### src/rtl/cpu_pkg.sv
// Shared CPU definitions used by the register file, the decoder and the RegSrc2 mux.
// Holds the datapath width, register count, link register index and the register index type.
package cpu_pkg;

   localparam int DATA_W   = 16;
   localparam int NUM_REGS = 16;
   localparam int LINK_REG = 15;

   typedef logic [3:0] reg_idx_t;

endpackage

### src/rtl/register_file.sv
// Register file with two combinational read ports, a primary write port, a link write port,
// read-during-write bypass, a registered debug read port and a committed-write counter.
module register_file
   import cpu_pkg::reg_idx_t;
#(
   parameter int DATA_W   = cpu_pkg::DATA_W,
   parameter int NUM_REGS = cpu_pkg::NUM_REGS,
   parameter int LINK_REG = cpu_pkg::LINK_REG
) (
   input  logic              Clk,
   input  logic              Reset_n,
   input  logic [15:0]       ReadAddr1,
   input  logic [15:0]       ReadAddr2,
   output logic [DATA_W-1:0] ReadData1,
   output logic [DATA_W-1:0] ReadData2,
   input  logic [3:0]        WriteAddr,
   input  logic [DATA_W-1:0] WriteData,
   input  logic              WriteEn,
   input  logic [DATA_W-1:0] LinkData,
   input  logic              LinkEn,
   input  logic              Stall,
   input  logic [3:0]        DbgAddr,
   output logic [DATA_W-1:0] DbgData,
   output logic [15:0]       WriteCount
);

   typedef logic [DATA_W-1:0] word_t;

   localparam reg_idx_t LINK_IDX = reg_idx_t'(LINK_REG);

   word_t    regs [NUM_REGS];
   reg_idx_t rd_idx1;
   reg_idx_t rd_idx2;
   logic     wr_main;
   logic     wr_link;
   logic [1:0] wr_num;
   logic     unused_addr_bits;

   assign rd_idx1 = ReadAddr1[3:0];
   assign rd_idx2 = ReadAddr2[3:0];
   assign unused_addr_bits = ^{ReadAddr1[15:4], ReadAddr2[15:4]};

   // Writes to r0 are dropped here so they neither commit nor count; on a collision at
   // the link register the primary port wins and the link write is suppressed.
   assign wr_main = WriteEn && !Stall && (WriteAddr != '0);
   assign wr_link = LinkEn && !Stall && (LINK_IDX != '0) &&
                    !(wr_main && (WriteAddr == LINK_IDX));
   assign wr_num  = {1'b0, wr_main} + {1'b0, wr_link};

   // Bypass/priority resolution shared by both read ports.
   function automatic word_t read_port(input reg_idx_t idx, input word_t stored,
                                       input logic main_en, input reg_idx_t main_idx,
                                       input word_t main_data, input logic link_en,
                                       input word_t link_data);
      word_t result;
      result = stored;
      if (idx == '0)
         result = '0;
      else if (main_en && (idx == main_idx))
         result = main_data;
      else if (link_en && (idx == LINK_IDX))
         result = link_data;
      return result;
   endfunction

   always_comb begin
      ReadData1 = read_port(rd_idx1, regs[rd_idx1], wr_main, WriteAddr, WriteData,
                            wr_link, LinkData);
      ReadData2 = read_port(rd_idx2, regs[rd_idx2], wr_main, WriteAddr, WriteData,
                            wr_link, LinkData);
   end

   // NOTE: the storage array is cleared by the async reset because r0..r15 must read 0
   // without a clock; all state here uses non-blocking assignments so reads see pre-edge values.
   always_ff @(posedge Clk or negedge Reset_n) begin
      if (!Reset_n) begin
         for (int i = 0; i < NUM_REGS; i++)
            regs[i] <= '0;
         DbgData    <= '0;
         WriteCount <= '0;
      end else begin
         if (wr_main)
            regs[WriteAddr] <= WriteData;
         if (wr_link)
            regs[LINK_IDX] <= LinkData;
         WriteCount <= WriteCount + 16'(wr_num);
         DbgData    <= (DbgAddr == '0) ? '0 : regs[DbgAddr];
      end
   end

endmodule

### config.mk
export PLATFORM = sky130hd
export DESIGN_NAME = register_file
export DESIGN_NICKNAME = d
export VERILOG_FILES = /design/src/rtl/cpu_pkg.sv /design/src/rtl/register_file.sv
export SDC_FILE = /design/constraint.sdc
export NUM_CORES = 1
export LEC_CHECK = 0
export CORE_UTILIZATION = 64
export CTS_CLUSTER_SIZE = 16
export DETAILED_ROUTE_END_ITERATION = 7
export PLACE_DENSITY = 0.84
export SLEW_MARGIN = 20
export SYNTH_ARGS = -nofsm -noshare
export SYNTH_HDL_FRONTEND = slang
export SYNTH_SLANG_ARGS = --single-unit
### constraint.sdc
create_clock -name Clk -period 3.9 [get_ports Clk]
set_input_delay 0.78 -clock Clk [delete_from_list [all_inputs] [get_ports Clk]]
set_output_delay 0.78 -clock Clk [all_outputs]
set_load 0.01 [all_outputs]
==> results of run 1 <==
## Yosys cell counts (6+ instances only)
cell type	n	area, um2
sky130_fd_sc_hd__a22oi_1	30	225
sky130_fd_sc_hd__and2b_1	6	45.0
sky130_fd_sc_hd__buf_1	6	22.5
sky130_fd_sc_hd__buf_2	51	255
sky130_fd_sc_hd__buf_4	6	45.0
sky130_fd_sc_hd__clkbuf_1	58	218
sky130_fd_sc_hd__dfrtp_1	288	7210
sky130_fd_sc_hd__inv_1	34	128
sky130_fd_sc_hd__mux2_2	225	2530
sky130_fd_sc_hd__mux2i_1	21	210
sky130_fd_sc_hd__mux4_2	236	5320
sky130_fd_sc_hd__nand2_1	35	131
sky130_fd_sc_hd__nand3_1	6	30.0
sky130_fd_sc_hd__nand4_1	6	37.5
sky130_fd_sc_hd__nor2b_1	19	119
sky130_fd_sc_hd__o21ai_0	26	130
sky130_fd_sc_hd__o21ai_1	11	55.1
sky130_fd_sc_hd__o21ai_2	9	78.8
sky130_fd_sc_hd__xnor2_1	17	149
## metal layers
metal	track usage	share of wire
met4	0.178	0.050
met1	0.488	0.37
met3	0.0865	0.098
met5	0	0
met2	0.591	0.49
## worst max path at each step
stage / from / to / slack (ns)
after floorplan: ReadAddr2[0] / ReadData2[0] / 0.71
after global placement: WriteAddr[0] / ReadData1[13] / -0.19
after detailed placement: WriteAddr[0] / ReadData1[15] / -0.25
after CTS: Stall / ReadData2[2] / 0.002
after global routing: Stall / ReadData1[14] / -0.03
final: Stall / ReadData1[14] / 0.02
## worst reg2reg max path, cell delays in order (launching register included)
cell                      delay, ns
sky130_fd_sc_hd__dfrtp_1       0.35
sky130_fd_sc_hd__inv_1         0.06
sky130_fd_sc_hd__fa_1          0.47
sky130_fd_sc_hd__inv_1         0.08
sky130_fd_sc_hd__ha_1          0.20
sky130_fd_sc_hd__inv_1         0.05
sky130_fd_sc_hd__nor2_1        0.13
sky130_fd_sc_hd__and3_1        0.25
sky130_fd_sc_hd__nand3_1       0.11
sky130_fd_sc_hd__xnor2_1       0.14
## sequential cells by signal, indices dropped and copies added (netlist names)
| name | count |
|---|---|
| regs | 256 |
| WriteCount | 16 |
| DbgData | 16 |
## area by class of cell
class / count / area, um2
Multi-Input combinational cell: 690 / 9450
Inverter: 34 / 128
Sequential cell: 288 / 7210
Timing Repair Buffer: 217 / 2100
Tap cell: 335 / 419
Clock buffer: 41 / 863
Clock inverter: 11 / 86.3
Fill cell: 1496 / 6020
## power by group through the flow
stage | sequential [mW] | combinational [mW] | clock, mW
after floorplan | 3.97 | 1.70 | 0
after detailed placement | 4.09 | 2.56 | 0
after CTS | 4.06 | 2.55 | 2.83
final | 4.09 | 2.55 | 2.80
after global routing | 4.16 | 2.69 | 2.95
after global placement | 4.03 | 2.48 | 0
## stage by stage
| step | hold slack (ns) | power (mW) | instances |
|---|---|---|---|
| 3_5_place_dp | 0.402 | 6.65 | 1561 |
| 2_1_floorplan | 0.458 | 5.67 | 1136 |
| 3_3_place_gp | 0.395 | 6.51 | 1561 |
| 6_report | 0.205 | 9.44 | 1616 |
| 4_1_cts | 0.272 | 9.44 | 1614 |
| 5_1_grt | 0.295 | 9.80 | 1616 |
## timing repair
item / CTS / global route
setup buffers: 1 / 2
gates resized for setup: 25 / 18
cloned: 0 / 0
endpoints found under the setup margin: 32 / 15
pin swaps: 2 / 3
## cells by family (layout without fill, tap and decap cells)
| logic type | Yosys count | in the layout | synth area share |
|---|---|---|---|
| AOI/OAI and AO/OA | 85 | 85 | 0.0333 |
| xor gates and xnor gates | 22 | 22 | 0.0111 |
| adders and majority gates | 2 | 2 | 0.00188 |
| buffers and inverters | 158 | 303 | 0.0405 |
| DFF | 288 | 288 | 0.416 |
| muxes | 482 | 482 | 0.466 |
| and+or+nand+nor | 99 | 99 | 0.0313 |
## placed cells by master, fill, tap and decap left out, drive strengths merged, types with 2 or more instances in the layout
| cell | Yosys | routed |
|---|---|---|
| o21ai | 46 | 46 |
| nand3 | 6 | 6 |
| or3 | 3 | 3 |
| nor4 | 3 | 3 |
| a221oi | 3 | 3 |
| and3 | 3 | 3 |
| clkdlybuf4s50 | 0 | 71 |
| nor2b | 19 | 19 |
| clkinv | 0 | 8 |
| buf | 66 | 110 |
| inv | 34 | 35 |
| xnor2 | 17 | 17 |
| nand4 | 6 | 6 |
| nor3 | 3 | 3 |
| xor2 | 5 | 5 |
| mux4 | 236 | 236 |
| mux2 | 225 | 225 |
| mux2i | 21 | 21 |
| nor2 | 8 | 8 |
| a22oi | 30 | 30 |
| a21oi | 2 | 2 |
| clkbuf | 58 | 41 |
| and2b | 6 | 6 |
| dlymetal6s2s | 0 | 14 |
| dfrtp | 288 | 288 |
| nand2 | 35 | 35 |
| dlygate4sd2 | 0 | 22 |
==> flow_summary.rst, run 1 <==
.. list-table::
   :header-rows: 1

   * - Metric
     - Value
   * - Result of the run
     - complete, but fails checks
   * - Violated checks
     - design-rule violations
   * - Reported net switching power
     - 2.69 mW
   * - Crit path launch type
     - primary input
   * - Number of pins with negative max-slew slack in the final report
     - 0
   * - Final critical-path share of the clock period
     - 0.994
   * - Main flop type after synthesis
     - sky130_fd_sc_hd__dfrtp_1
   * - Async S/R FF share, synth
     - 1.00
   * - Clock insertion delay at the later pin of the skew report
     - 0.58 ns
   * - First-pass GRT wire length
     - about 76 mm
   * - Number of buffer and inverter stages on the critical path
     - 3
   * - Vias post-DR
     - 11900
   * - H-tree levels
     - 1
   * - Row Count
     - between 50 and 60
   * - Aggregate global-route resource usage
     - 0.371
   * - Register clock-pin slew on the reported worst setup and hold paths
     - 0.06 ns
   * - Hold-fix buffers at CTS
     - 0
   * - Die height
     - 166 um
   * - Final instance area
     - 20300 um2
   * - Aggregate global routing overflow
     - 0
   * - Kind of end point of the critical path
     - primary output
   * - Max frequency
     - 258 MHz
   * - Cell-internal power
     - 6.75 mW
   * - Cells on worst reg2reg path
     - 9
   * - Sink count of the clock tree
     - 288
   * - Count of synthesis-stage warnings from yosys
     - 0
   * - # diodes
     - 0
   * - Critical-path top delay cell
     - sky130_fd_sc_hd__clkdlybuf4s50_1
   * - Overall die area
     - 27700 um2
   * - Antenna violations before repair
     - 0
   * - DRC Markers
     - 5
   * - Share of total power in sequential cells
     - 0.433
   * - Average wire length per cell after detail routing
     - 30.6 um
   * - Pre-CTS worst setup slack
     - -0.255 ns
   * - Standby leakage power
     - 8.76 nW
   * - Cell variety after synth
     - 44
   * - Top fanout value on the critical path
     - 10
   * - Via count of the first global-routing pass
     - 12500
   * - Cts bufs inserted
     - 31
   * - Max-Cap Viols
     - 0
   * - Post-place instance area
     - about 19000 um2
   * - Pin count of the biggest net entering global routing
     - 105
   * - Port Buf Inserts
     - roughly 120
   * - Residual antenna-violating net count after detailed routing
     - 0
   * - Cells after synthesis
     - roughly 1100
   * - Fraction of layout cells with a size suffix above 1
     - 0.502
   * - Crit-path leading delay family
     - buffers and inverters
   * - Number of buffers between clock root and the deepest sink
     - 3
   * - Pwr per Cell Area
     - 466 nW/um2
   * - Final count of hold timing violations
     - 0
   * - Worst ir drop on vdd
     - 0.359 mV
   * - RSZ-0062 raised after global routing
     - yes
   * - Register bit total from synthesis
     - approximately 290
   * - Final estimated routing congestion in global placement
     - 0.897
   * - Type of the worst min-delay path
     - in2async
   * - Initial DRT Pass Iterations
     - 7
   * - Worst reg2reg endpoint
     - WriteCount[12]
   * - Dominant cell type by count on the critical path
     - sky130_fd_sc_hd__clkdlybuf4s50_1
   * - Setup tns final
     - 0 ns
   * - HPWL Detailed
     - roughly 31 mm
   * - Worst max-slew margin expressed relative to the limit
     - 0.417
   * - Slew at the pin with the worst max-slew slack
     - slightly below 0.9 ns
   * - Worst Setup Path Type
     - in2out
   * - Post-Route Utilization
     - 0.771
   * - Setup clock skew after layout
     - 0.0211 ns
   * - Synthesis-to-finish area growth
     - 17.0%
   * - Post-layout minimum cycle time
     - 3.88 ns
   * - Root buffer cell
     - sky130_fd_sc_hd__clkbuf_16
   * - Synthesized area divided by synthesized cell count
     - 15.2 um2
   * - CTS tree
     - done
   * - Cell depth of the worst setup path
     - 7
   * - Cell Chain, Critical Path
     - clkdlybuf4s50_1, nand2b_2, nor3_2, buf_4, a22oi_1, o21ai_1, clkdlybuf4s50_1
   * - Per-cell via count in the routed design
     - 7.37
   * - Initial standard-cell utilization of the core
     - 0.659
   * - Core footprint
     - roughly 26000 um2
   * - Switching share of power
     - 0.285
   * - Total of endpoints with negative setup slack in the final report
     - 0
   * - Share of total power in combinational logic
     - 0.270
   * - Final setup slack of the worst path
     - ~0.023 ns
   * - Proportion of power drawn by the clock network
     - 0.297
   * - Total Wirelength
     - slightly below 50 mm
   * - Register area share after synthesis
     - 0.416
   * - Syn nets
     - approximately 1200
   * - Start of the worst register-to-register path
     - WriteCount[0]
   * - Die X-Extent
     - 166 um
   * - Number of violations reported at the end of detailed-routing iteration 0
     - between 1000 and 1500
   * - Critical path arrival
     - 3.10 ns
   * - I/O pins
     - 141
   * - Final net count
     - 1341
   * - Cell area after technology mapping
     - 17300 um2
   * - Required time of the worst setup path
     - 3.12 ns
   * - Register-to-register path setup slack
     - 1.95 ns
   * - Number of synthesized flops with an enable pin
     - 0
   * - Worst path max stage delay
     - 0.59 ns
No activity file was read; power rests on OpenSTA's default activity.
==> run 2: changes to the inputs <==
Settings changed: CTS_BUF_LIST from default to sky130_fd_sc_hd__clkbuf_8 sky130_fd_sc_hd__clkbuf_16.
==> run 2 against run 1 <==
The run still ends with design-rule violations left. Routed wire length is essentially flat. Core utilization unchanged. First-iteration DRC count fell by 0.76%. Sequential power about the same. Power fell by 0.13%. Clock power about the same. Setup slack improved by 0.0013 ns. Hold slack hardly changed. Design area unchanged. Critical path type unchanged.
==> flow_summary.rst, run 2 (synthesis results as in run 1) <==
.. list-table::
   :header-rows: 1

   * - Metric
     - Value
   * - Required time of the worst setup path
     - 3.12 ns (about the same)
   * - Kind of end point of the critical path
     - primary output
   * - DRC Markers
     - 5 (unchanged)
   * - Cells on worst reg2reg path
     - 9 (unchanged)
   * - Aggregate global-route resource usage
     - 0.371 (unchanged)
   * - Type of the worst min-delay path
     - in2async
   * - Start of the worst register-to-register path
     - WriteCount[0]
   * - # diodes
     - 0 (unchanged)
   * - Top fanout value on the critical path
     - 10 (unchanged)
   * - Standby leakage power
     - 8.78 nW (+0.24%)
   * - I/O pins
     - 141 (unchanged)
   * - CTS tree
     - done
   * - Global Route met1 Usage
     - 0.488 (unchanged)
   * - Register ranked first by flip-flop count
     - regs
   * - Residual antenna-violating net count after detailed routing
     - 0 (unchanged)
   * - Pwr per Cell Area
     - 465 nW/um2 (-0.13%)
   * - Post-layout minimum cycle time
     - 3.88 ns (-0.00129 ns)
   * - Overall die area
     - 27700 um2 (unchanged)
   * - Max-Cap Viols
     - 0 (unchanged)
   * - HPWL Detailed
     - 31.2 mm (unchanged)
   * - Register clock-pin slew on the reported worst setup and hold paths
     - 0.06 ns (about the same)
   * - Sink count of the clock tree
     - 288 (unchanged)
   * - RSZ-0062 raised after global routing
     - yes
   * - Worst Setup Path Type
     - in2out
   * - Commonest non-fill, non-tap cell in the layout
     - sky130_fd_sc_hd__dfrtp_1
   * - H-tree levels
     - 1 (unchanged)
   * - Number of buffers between clock root and the deepest sink
     - 3 (unchanged)
   * - Final estimated routing congestion in global placement
     - 0.897 (unchanged)
   * - Met3 routing resource usage after global routing
     - 0.0865 (unchanged)
   * - Row Count
     - 59 (unchanged)
   * - Sequential cell area
     - 7210 um2 (unchanged)
   * - Fraction of layout cells with a size suffix above 1
     - 0.502 (unchanged)
   * - Register-to-register path setup slack
     - 1.94 ns (about the same)
   * - Initial DRT Pass Iterations
     - 8 (+1)
   * - Die height
     - 166 um (unchanged)
   * - Final net count
     - 1341 (unchanged)
   * - Per-cell via count in the routed design
     - 7.37 (about the same)
   * - Final critical-path share of the clock period
     - 0.994 (about the same)
   * - Setup clock skew after layout
     - 0.0214 ns (+0.000318 ns)
   * - Number of pins with negative max-slew slack in the final report
     - 0 (unchanged)
   * - Worst reg2reg endpoint
     - WriteCount[12]
   * - Antenna violations before repair
     - 0 (unchanged)
   * - Worst max-slew margin expressed relative to the limit
     - 0.408 (-0.00802)
   * - Cts bufs inserted
     - 31 (unchanged)
   * - Pin count of the biggest net entering global routing
     - 105 (unchanged)
   * - Most used cells in the layout excluding fill and tap cells
     - sky130_fd_sc_hd__dfrtp_1, sky130_fd_sc_hd__mux4_2, sky130_fd_sc_hd__mux2_2, sky130_fd_sc_hd__buf_4, sky130_fd_sc_hd__clkdlybuf4s50_1
   * - Worst ir drop on vdd
     - 0.358 mV (-0.27%)
   * - Via count of the first global-routing pass
     - 12500 (unchanged)
   * - Max frequency
     - 258 MHz (about the same)
   * - GRT Max-Usage Layer
     - met2
   * - Area taken by multi-input logic gates
     - 9450 um2 (unchanged)
   * - Number of violations reported at the end of detailed-routing iteration 0
     - 1436 (-0.76%)
   * - First-pass GRT wire length
     - 75.9 mm (unchanged)
   * - Number of flip-flops under the largest register name
     - 256 (unchanged)
   * - Final-layout fill cell count
     - 1496 (unchanged)
   * - Aggregate global routing overflow
     - 0 (unchanged)
   * - Violated checks
     - design-rule violations
   * - Crit path launch type
     - primary input
   * - Initial standard-cell utilization of the core
     - 0.659 (unchanged)
   * - Total Wirelength
     - 49.4 mm (about the same)
   * - Average wire length per cell after detail routing
     - 30.6 um (about the same)
   * - Final count of hold timing violations
     - 0 (unchanged)
   * - Hold-fix buffers at CTS
     - 0 (unchanged)
   * - Result of the run
     - complete, but fails checks
   * - Clock insertion delay at the later pin of the skew report
     - 0.58 ns (about the same)
   * - Vias post-DR
     - 11900 (+0.050%)
   * - Port Buf Inserts
     - 116 (unchanged)
   * - Hold slack final
     - 0.205 ns (+0.000140 ns)
   * - Slew at the pin with the worst max-slew slack
     - 0.884 ns (+0.0120 ns)
   * - Met2 usage
     - 0.591 (unchanged)
   * - Largest regs
     - regs x256, DbgData x16, WriteCount x16
   * - Post-place instance area
     - 19200 um2 (unchanged)
   * - Post-Route Utilization
     - 0.771 (unchanged)
   * - Die X-Extent
     - 166 um (unchanged)
   * - Total of endpoints with negative setup slack in the final report
     - 0 (unchanged)
   * - Final instance area
     - 20300 um2 (unchanged)
   * - Root buffer cell
     - sky130_fd_sc_hd__clkbuf_16
   * - Critical path arrival
     - 3.10 ns (about the same)
   * - Core footprint
     - 26300 um2 (unchanged)
   * - Synthesis-to-finish area growth
     - 17.0% (unchanged)
[run 2: final cells by class]
type	instances	area share
inverters	34	0.00630
clock inverters	16	0.00519
flip-flops and latches	288	0.356
well taps	335	0.0207
clock buffers	36	0.0417
multi-input cells	690	0.467
repair buffers	217	0.104
[run 2: worst max-delay path by stage]
stage | start | end | cells after the start
floorplan | ReadAddr2[0] | ReadData2[0] | 6
global placement | WriteAddr[0] | ReadData1[13] | 8
detailed placement | WriteAddr[0] | ReadData1[15] | 9
CTS | Stall | ReadData2[2] | 9
global route | Stall | ReadData1[14] | 7
finish | Stall | ReadData1[14] | 7
[run 2: what timing repair did]
| action | CTS | global route |
|---|---|---|
| setup buffers | 1 | 2 |
| pin swaps | 2 | 3 |
| setup endpoints to repair | 32 | 15 |
| gates resized for setup | 25 | 18 |
[run 2: critical path, cell delays in order]
cell and delay [ns]:
sky130_fd_sc_hd__clkdlybuf4s50_1 0.42, sky130_fd_sc_hd__nand2b_2 0.31, sky130_fd_sc_hd__nor3_2 0.36, sky130_fd_sc_hd__buf_4 0.32
sky130_fd_sc_hd__a22oi_1 0.13, sky130_fd_sc_hd__o21ai_1 0.18, sky130_fd_sc_hd__clkdlybuf4s50_1 0.59
[run 2: where the power goes]
group | switching, mW | internal (mW)
combinational | 0.952 | 1.60
clock | 1.20 | 1.59
sequential | 0.541 | 3.55
[run 2: routing by layer]
layer | share of wire | up-vias | wire length (um)
met5 | 0 | - | 0
met4 | 0.054 | 0 | 2660
met3 | 0.098 | 196 | 4830
met2 | 0.48 | 822 | 23900
met1 | 0.37 | 6199 | 18000
li1 | - | 4700 | -
[run 2: through the flow]
stage | std cells | power, mW | setup TNS [ns] | setup WS [ns]
floorplan | 1136 | 5.67 | 0 | 0.711
global placement | 1561 | 6.51 | -4.71 | -0.192
detailed placement | 1561 | 6.65 | -5.52 | -0.255
CTS | 1614 | 9.43 | 0 | 0.00166
global route | 1616 | 9.78 | -0.0275 | -0.0275
finish | 1616 | 9.43 | 0 | 0.0247
